## config.mk

```make
export PLATFORM = sky130hd
export DESIGN_NAME = qpu_exu_mres_wbck
export DESIGN_NICKNAME = d
export VERILOG_FILES = /design/src/rtl/qpu_exu_mres_wbck_pkg.sv /design/src/rtl/qpu_exu_mres_wbck_tmo_cnt.sv /design/src/rtl/qpu_exu_mres_wbck.sv
export SDC_FILE = /design/constraint.sdc
export NUM_CORES = 1
export LEC_CHECK = 0
export ABC_AREA = 1
export CAP_MARGIN = 20
export CORE_MARGIN = 1.5
export CORE_UTILIZATION = 44
export CTS_CLUSTER_DIAMETER = 30
export DETAILED_ROUTE_END_ITERATION = 10
export PLACE_DENSITY = 0.78
export SKIP_LAST_GASP = 1
export SLEW_MARGIN = 20
export SYNTH_ARGS = -nofsm -noshare
export SYNTH_HDL_FRONTEND = slang
export SYNTH_SLANG_ARGS = --single-unit
```

## constraint.sdc

```tcl
create_clock -name clk -period 1.74 [get_ports clk]
set_input_delay 0.348 -clock clk [delete_from_list [all_inputs] [get_ports clk]]
set_output_delay 0.348 -clock clk [all_outputs]
set_load 0.005 [all_outputs]
```

## src/rtl/qpu_exu_mres_wbck_pkg.sv

```systemverilog
// ============================================================================
// Module   : qpu_exu_mres_wbck_pkg
// Brief    : Shared constants and state encoding for measurement-result writeback
// Revision : 1.0 - initial release
// ============================================================================
`default_nettype none

package qpu_exu_mres_wbck_pkg;

  localparam int QPU_QUBIT_NUM    = 8;
  localparam int QPU_MRES_TMO_CYC = 1000;

  typedef enum logic [1:0] {
    ST_IDLE    = 2'd0,
    ST_COLLECT = 2'd1,
    ST_COMMIT  = 2'd2
  } mres_st_e;

endpackage

`default_nettype wire

```

## src/rtl/qpu_exu_mres_wbck_tmo_cnt.sv

```systemverilog
// ============================================================================
// Module   : qpu_mres_tmo_cnt
// Brief    : COLLECT-phase cycle counter with terminal-count compare
// Revision : 1.0 - initial release
// ============================================================================
`default_nettype none

module qpu_mres_tmo_cnt
  import qpu_exu_mres_wbck_pkg::*;
#(
  parameter int CNT_W  = 16,
  parameter int TC_VAL = QPU_MRES_TMO_CYC
) (
  input  logic clk,
  input  logic rst,
  input  logic i_clr,
  input  logic i_inc,
  output logic o_tc
);

  localparam logic [CNT_W-1:0] c_TC_LAST = CNT_W'(TC_VAL - 1);

  logic [CNT_W-1:0] r_cnt;

  always_ff @(posedge clk) begin
    if (rst) begin
      r_cnt <= '0;
    end else if (i_clr) begin
      r_cnt <= '0;
    end else if (i_inc) begin
      r_cnt <= r_cnt + 1'b1;
    end
  end

  assign o_tc = i_inc && (r_cnt == c_TC_LAST);

endmodule

`default_nettype wire

```

## src/rtl/qpu_exu_mres_wbck.sv

```systemverilog
// ============================================================================
// Module   : qpu_exu_mres_wbck
// Brief    : Collects MCU measurement beats for the OITF head entry and commits
//            them to QMR while popping OITF. Optional timeout: QPU_MRES_TIMEOUT_EN
// Revision : 1.0 - initial release
// ============================================================================
`default_nettype none

module qpu_exu_mres_wbck
  import qpu_exu_mres_wbck_pkg::*;
#(
  parameter int QUBIT_NUM = QPU_QUBIT_NUM,
  parameter int TMO_W     = 16,
  parameter int TMO_CYC   = QPU_MRES_TMO_CYC
) (
  input  logic                 clk,
  input  logic                 rst,
  input  logic                 oitf_mf_vld,
  input  logic [QUBIT_NUM-1:0] oitf_ret_mf,
  output logic                 oitf_ret_qf_ena,
  input  logic                 mcu_i_vld,
  output logic                 mcu_i_rdy,
  input  logic [QUBIT_NUM-1:0] mcu_i_qmask,
  input  logic [QUBIT_NUM-1:0] mcu_i_res,
  output logic [QUBIT_NUM-1:0] qmr_wen,
  output logic [QUBIT_NUM-1:0] qmr_wdat,
  output logic                 mres_busy,
  output logic                 err_unexp,
  output logic                 err_tmo
);

  mres_st_e r_state;
  mres_st_e w_state_nxt;

  logic [QUBIT_NUM-1:0] r_pend;
  logic [QUBIT_NUM-1:0] r_got;
  logic [QUBIT_NUM-1:0] r_res;
  logic                 r_err_unexp;
  logic                 r_tmo_hit;

  logic                 w_in_idle;
  logic                 w_in_collect;
  logic                 w_in_commit;
  logic                 w_beat;
  logic [QUBIT_NUM-1:0] w_acc;
  logic [QUBIT_NUM-1:0] w_drop;
  logic [QUBIT_NUM-1:0] w_got_nxt;
  logic                 w_done;
  logic                 w_tmo_tc;
  logic                 w_latch;
  logic [QUBIT_NUM-1:0] w_wen;

  assign w_in_idle    = (r_state == ST_IDLE);
  assign w_in_collect = (r_state == ST_COLLECT);
  assign w_in_commit  = (r_state == ST_COMMIT);
  assign w_latch      = w_in_idle && oitf_mf_vld;

  // Only qubits still owed by the head entry are taken; everything else is dropped.
  assign w_beat    = w_in_collect && mcu_i_vld;
  assign w_acc     = w_beat ? (mcu_i_qmask & r_pend & ~r_got) : '0;
  assign w_drop    = w_beat ? (mcu_i_qmask & ~w_acc) : '0;
  assign w_got_nxt = r_got | w_acc;
  assign w_done    = (w_got_nxt == r_pend);

`ifdef QPU_MRES_TIMEOUT_EN
  qpu_mres_tmo_cnt #(
    .CNT_W  (TMO_W),
    .TC_VAL (TMO_CYC)
  ) u_tmo_cnt (
    .clk   (clk),
    .rst   (rst),
    .i_clr (w_latch),
    .i_inc (w_in_collect),
    .o_tc  (w_tmo_tc)
  );
`else
  logic [TMO_W-1:0] w_unused_tmo_cfg;
  assign w_unused_tmo_cfg = TMO_W'(TMO_CYC);
  assign w_tmo_tc         = 1'b0;
`endif

  always_comb begin
    w_state_nxt = r_state;
    case (r_state)
      ST_IDLE: begin
        if (oitf_mf_vld) begin
          w_state_nxt = (oitf_ret_mf == '0) ? ST_COMMIT : ST_COLLECT;
        end
      end
      ST_COLLECT: begin
        if (w_done || w_tmo_tc) begin
          w_state_nxt = ST_COMMIT;
        end
      end
      ST_COMMIT: w_state_nxt = ST_IDLE;
      default:   w_state_nxt = ST_IDLE;
    endcase
  end

  always_ff @(posedge clk) begin
    if (rst) begin
      r_state <= ST_IDLE;
    end else begin
      r_state <= w_state_nxt;
    end
  end

  always_ff @(posedge clk) begin
    if (rst) begin
      r_pend      <= '0;
      r_got       <= '0;
      r_res       <= '0;
      r_err_unexp <= 1'b0;
      r_tmo_hit   <= 1'b0;
    end else begin
      r_err_unexp <= |w_drop;
      if (w_latch) begin
        r_pend    <= oitf_ret_mf;
        r_got     <= '0;
        r_res     <= '0;
        r_tmo_hit <= 1'b0;
      end else if (w_in_collect) begin
        // A beat landing on the timeout cycle still merges before the forced commit.
        r_got     <= w_got_nxt;
        r_res     <= (r_res & ~w_acc) | (mcu_i_res & w_acc);
        r_tmo_hit <= w_tmo_tc && !w_done;
      end
    end
  end

  assign w_wen = r_tmo_hit ? r_got : r_pend;

  assign mcu_i_rdy       = w_in_collect;
  assign oitf_ret_qf_ena = w_in_commit;
  assign qmr_wen         = w_in_commit ? w_wen : '0;
  assign qmr_wdat        = w_in_commit ? (r_res & w_wen) : '0;
  assign mres_busy       = !w_in_idle;
  assign err_unexp       = r_err_unexp;
  assign err_tmo         = w_in_commit && r_tmo_hit;

endmodule

`default_nettype wire

```

# Word-level counts from Yosys, hierarchy flattened
# Index checks and enable logic that the tools add are counted.
# totals
ff_bits	27
input_bits	28
out_inout_bits	21
word_cells	36
# op_classes
n_eq_ne	5
muxes	8
bitwise	10
n_reduce_logical	8
# op_table
op	count
8-bit AND	6
8-bit two-way mux	4
8-bit inverter	2
8-bit bitwise OR	2
8-bit equality test	1
8-bit logical NOT	1
8-bit OR reduction	1
2-bit two-way mux	3
2-bit case mux with 2 select lines	1
2-bit by 1-bit equality test with 1-bit output (second input constant)	1
2-bit equality test (second input constant)	1
1-bit logical AND	2
2-bit logical NOT	1
2-bit by 1-bit inequality test with 1-bit output (second input constant)	1
2-bit inequality test (second input constant)	1
2-bit AND reduction	1
2-bit OR reduction	1
1-bit logical NOT	1

# Longest topological paths before layout
# logic_depth
depth_word	7
mapped_depth	11
depth_no_buf	11

# Worst setup path before layout
# Ideal clock, no wire load.
# synth_timing
path_type	register to output
start	register r_state[1]
end	output port qmr_wdat[0]
arrival_time_ps	1020
required_ps	1392
slack_ps	372
stages_incl_launch_ff	6
n_path_buf	1
cell_sequence	dfxtp_1 > inv_2 > nor2_1 > inv_1 > clkbuf_1 > nor2_1
# synth_via
elab_chain_len	2
# synth_rtl
item	line	text
start: declaration	qpu_exu_mres_wbck.sv:32	mres_st_e r_state;
start signal: assignment	qpu_exu_mres_wbck.sv:104	r_state <= w_state_nxt;
2-bit equality test	qpu_exu_mres_wbck.sv:55	assign w_in_commit = (r_state == ST_COMMIT);
net oitf_ret_qf_ena	qpu_exu_mres_wbck.sv:20	output logic oitf_ret_qf_ena,
8-bit two-way mux	qpu_exu_mres_wbck.sv:136	assign qmr_wdat = w_in_commit ? (r_res & w_wen) : '0;
end: declaration	qpu_exu_mres_wbck.sv:26	output logic [QUBIT_NUM-1:0] qmr_wdat,
# The timed path passes the listed nets, and every way through them passes these cells.

# Worst setup path in the final report
# layout_timing
start	register r_state[1]
end	output port qmr_wdat[6]
# layout_via
elab_chain_len	2
# layout_rtl
item	line
2-bit equality test	qpu_exu_mres_wbck.sv:55
8-bit two-way mux	qpu_exu_mres_wbck.sv:136
# No other way between the ends.

==> results.tsv <==
stage	metric	value	unit
drt	number of DRC markers in iteration 0	80	
pwr	Overall Power	1.28	mW
worst_hold_path	Tightest Hold Check Type	reg -> reg	
pwr	Pleak	0.980	nW
global_routing	pin count of the biggest net entering global routing	17	
worst_setup_path	Critical Path AT	1.34	ns
sta	final hold violations	0	
synthesis	FF+latch count, synth	27	
worst_setup_path	critical path capture point type	output pin	
run_status	status	finished, final reports clean	
global_routing	first-pass GRT wire length	6430	µm
job	Max Cap Viol	0	
floorplan	Chip Width	59.4	µm
finish	fillcell total	281	
floorplan	Die Height	59.4	µm
synthesis	Post-synth EDFFs	0	
pwr	Worst VDD drop	0.393	mV
worst_setup_path	Critical Path Fanout Max	7	
worst_setup_path	Crit Path Class	reg -> out	
finish	Nets	317	
synthesis	Top FF cell, synth	dfxtp_1	
sta	fin crit period	1.69	ns
finish	ant diodes	0	
synthesis	synthesized cell area	0.00140	mm²
sta	fmax	0.591	GHz
drt	router iterations before antenna repair	4	
pwr	Pwr Density	632	mW/mm²
floorplan	die area	0.00353	mm²
synthesis	Avg Synthesized Cell Area	6.27	µm²
synthesis	synth cell count leaders	nand2_1, inv_1, nor2_1	
clock_tree	clk slew on worst S/H paths	0.15	ns
clock_tree	Inserted Clock Buffers	3	
sta	RSZ-0062 raised after global routing	true	
floorplan	Core Rows	20	
synthesis	Post-Synthesis Cells	223	
synthesis	count leader, synth	nand2_1	
clock_tree	CTS root buf	clkbuf_4	
finish	area of the multi-input gates	707	µm²
global_routing	initial antenna violation count	0	
finish	area grow syn2layout	44.7	%
synthesis	sequential fraction of the synthesis area	38.6	%
synthesis	post-synth top area cell	dfxtp_1	
finish	Final Cell Area	0.00202	mm²
synthesis	ys async rst share	0	%
clock_tree	H-tree levels	1	
drt	Vias/cell	4.74	
finish	share of cells above drive strength 1	19.1	%
floorplan	initial cell density of the core	46.2	%
clock_tree	Worst-Skew Late Latency	0.33	ns
place	Post-DP Area	0.00203	mm²
sta	Setup Viol. Count Final	0	
drt	post-route ant nets	0	
global_routing	global route overflow	0	
clock_tree	Hold-fix buffers, CTS	0	
floorplan	core area	0.00303	mm²
drt	Routed Wire Length	3830	µm
sta	final worst path period share	97.2	%
synthesis	Netlist cell types	21	
global_routing	vias in the first global route	1487	
synthesis	number of synthesis warnings	0	
place	routability cong.	0.800	
drt	Wirelength per Cell	11.5	µm
drt	DR vias	1575	
place	Buffers on Ports	47	
floorplan	I/O pin count	49	
worst_setup_path	WP data required	1.39	ns
clock_tree	Clock Sinks	27	
sta	Post-Route Setup TNS	0	ns
clock_tree	Max Root-Sink Buffers	2	
sta	Slew Viols, Final	0	
clock_tree	TritonCTS clock tree	built	
synthesis	share of the synthesized area in the top cell type	38.6	%
synthesis	syn_nets	251	
worst_setup_path	Critical Path Source Type	flop	
global_routing	GR Util All Layers	24.3	%
place	hpwl dp	3010	µm
synthesis	largest cells by area after synthesis	dfxtp_1, nand2_1, inv_1	
sta	Final Skew	0.0140	ns
drt	DRC Markers	0	
finish	Register Area	543	µm²
[cells in the final DEF, fill, tap and decap left out]
cell type        instances
a211oi_1                 1
a21oi_1                 12
a21oi_2                  1
buf_12                   1
buf_2                    6
buf_4                   16
buf_6                    1
clkbuf_2                10
clkbuf_4                 3
clkdlybuf4s15_1          1
clkdlybuf4s50_1         28
clkinv_2                 1
conb_1                   1
dfxtp_1                 25
dfxtp_2                  2
dlygate4sd2_1            2
inv_1                   38
inv_2                    1
inv_4                    1
nand2_1                 57
nand2_2                  1
nand3_1                  9
nand3b_1                 2
nand4_1                  3
nor2_1                  29
nor2_2                   6
nor2_4                   4
nor3_1                   3
nor4_1                   2
o21ai_0                 20
o21ai_2                  1
[cells by family (layout without fill, tap and decap cells)]
group,after synthesis,in the layout,synth area share (%)
flip-flops,27,27,38.6
AO/OA/AOI/OAI,35,35,13.2
AND/OR/NAND/NOR,116,116,35.4
other,1,1,0.268
buffers and inverters,44,109,12.4
[final timing paths]
path	depth (start not counted)	slack, ns	startpoint	endpoint
worst max-delay path	7	0.05	r_state[1]	qmr_wdat[6]
worst min-delay path	2	0.46	flop	flop
worst min register to register	2	0.46	flop	flop
worst max register to register	11	0.18	r_state[1]	r_state[0]
[metal layers]
layer  share of wire, %  global-route usage [%]  routed length, µm
met1                 45                    30.8               1720
met2                 48                    41.3               1820
met3                6.6                    6.33                253
met4               0.76                    5.52                 29
met5                  0                       0                  0
[per-stage QoR]
stage | cells | worst slack (ns) | utilization (%) | hold slack (ns)
after global placement | 326 | -0.0899 | 67.1 | 0.440
final | 332 | 0.0484 | 66.9 | 0.462
after global routing | 332 | -0.0641 | 66.9 | 0.499
after detailed placement | 326 | -0.160 | 67.1 | 0.450
after floorplan | 223 | 0.372 | - | 0.417
after CTS | 332 | -0.0730 | 68.6 | 0.471
[critical path: stages (launching register included)]
cell and delay (ns):
dfxtp_2 0.37, inv_2 0.05, nor2_4 0.09, buf_6 0.11, inv_4 0.04, buf_4 0.16
nor2_1 0.08, clkbuf_2 0.11
[area by class of cell]
class                      instances  share of cell area, %
multi-input combinational        152                   34.9
sequential                        27                   26.8
timing repair buffer              65                   26.6
inverter                          40                   7.54
tap                               44                   2.72
clock buffer                       3                   1.11
clock inverter                     1                  0.247
[power by group]
group          leakage [nW]  internal, mW  switching (mW)
sequential            0.221         0.649          0.0276
combinational         0.742         0.157           0.172
clock                0.0177        0.0863           0.188
total                 0.980         0.892           0.388
[repair_timing]
action	in CTS	in global routing
cloned	0	0
setup endpoints to repair	19	17
setup buffers	2	0
resized for setup	34	37
pin swaps	0	0
No activity file was read; power rests on OpenSTA's default activity.
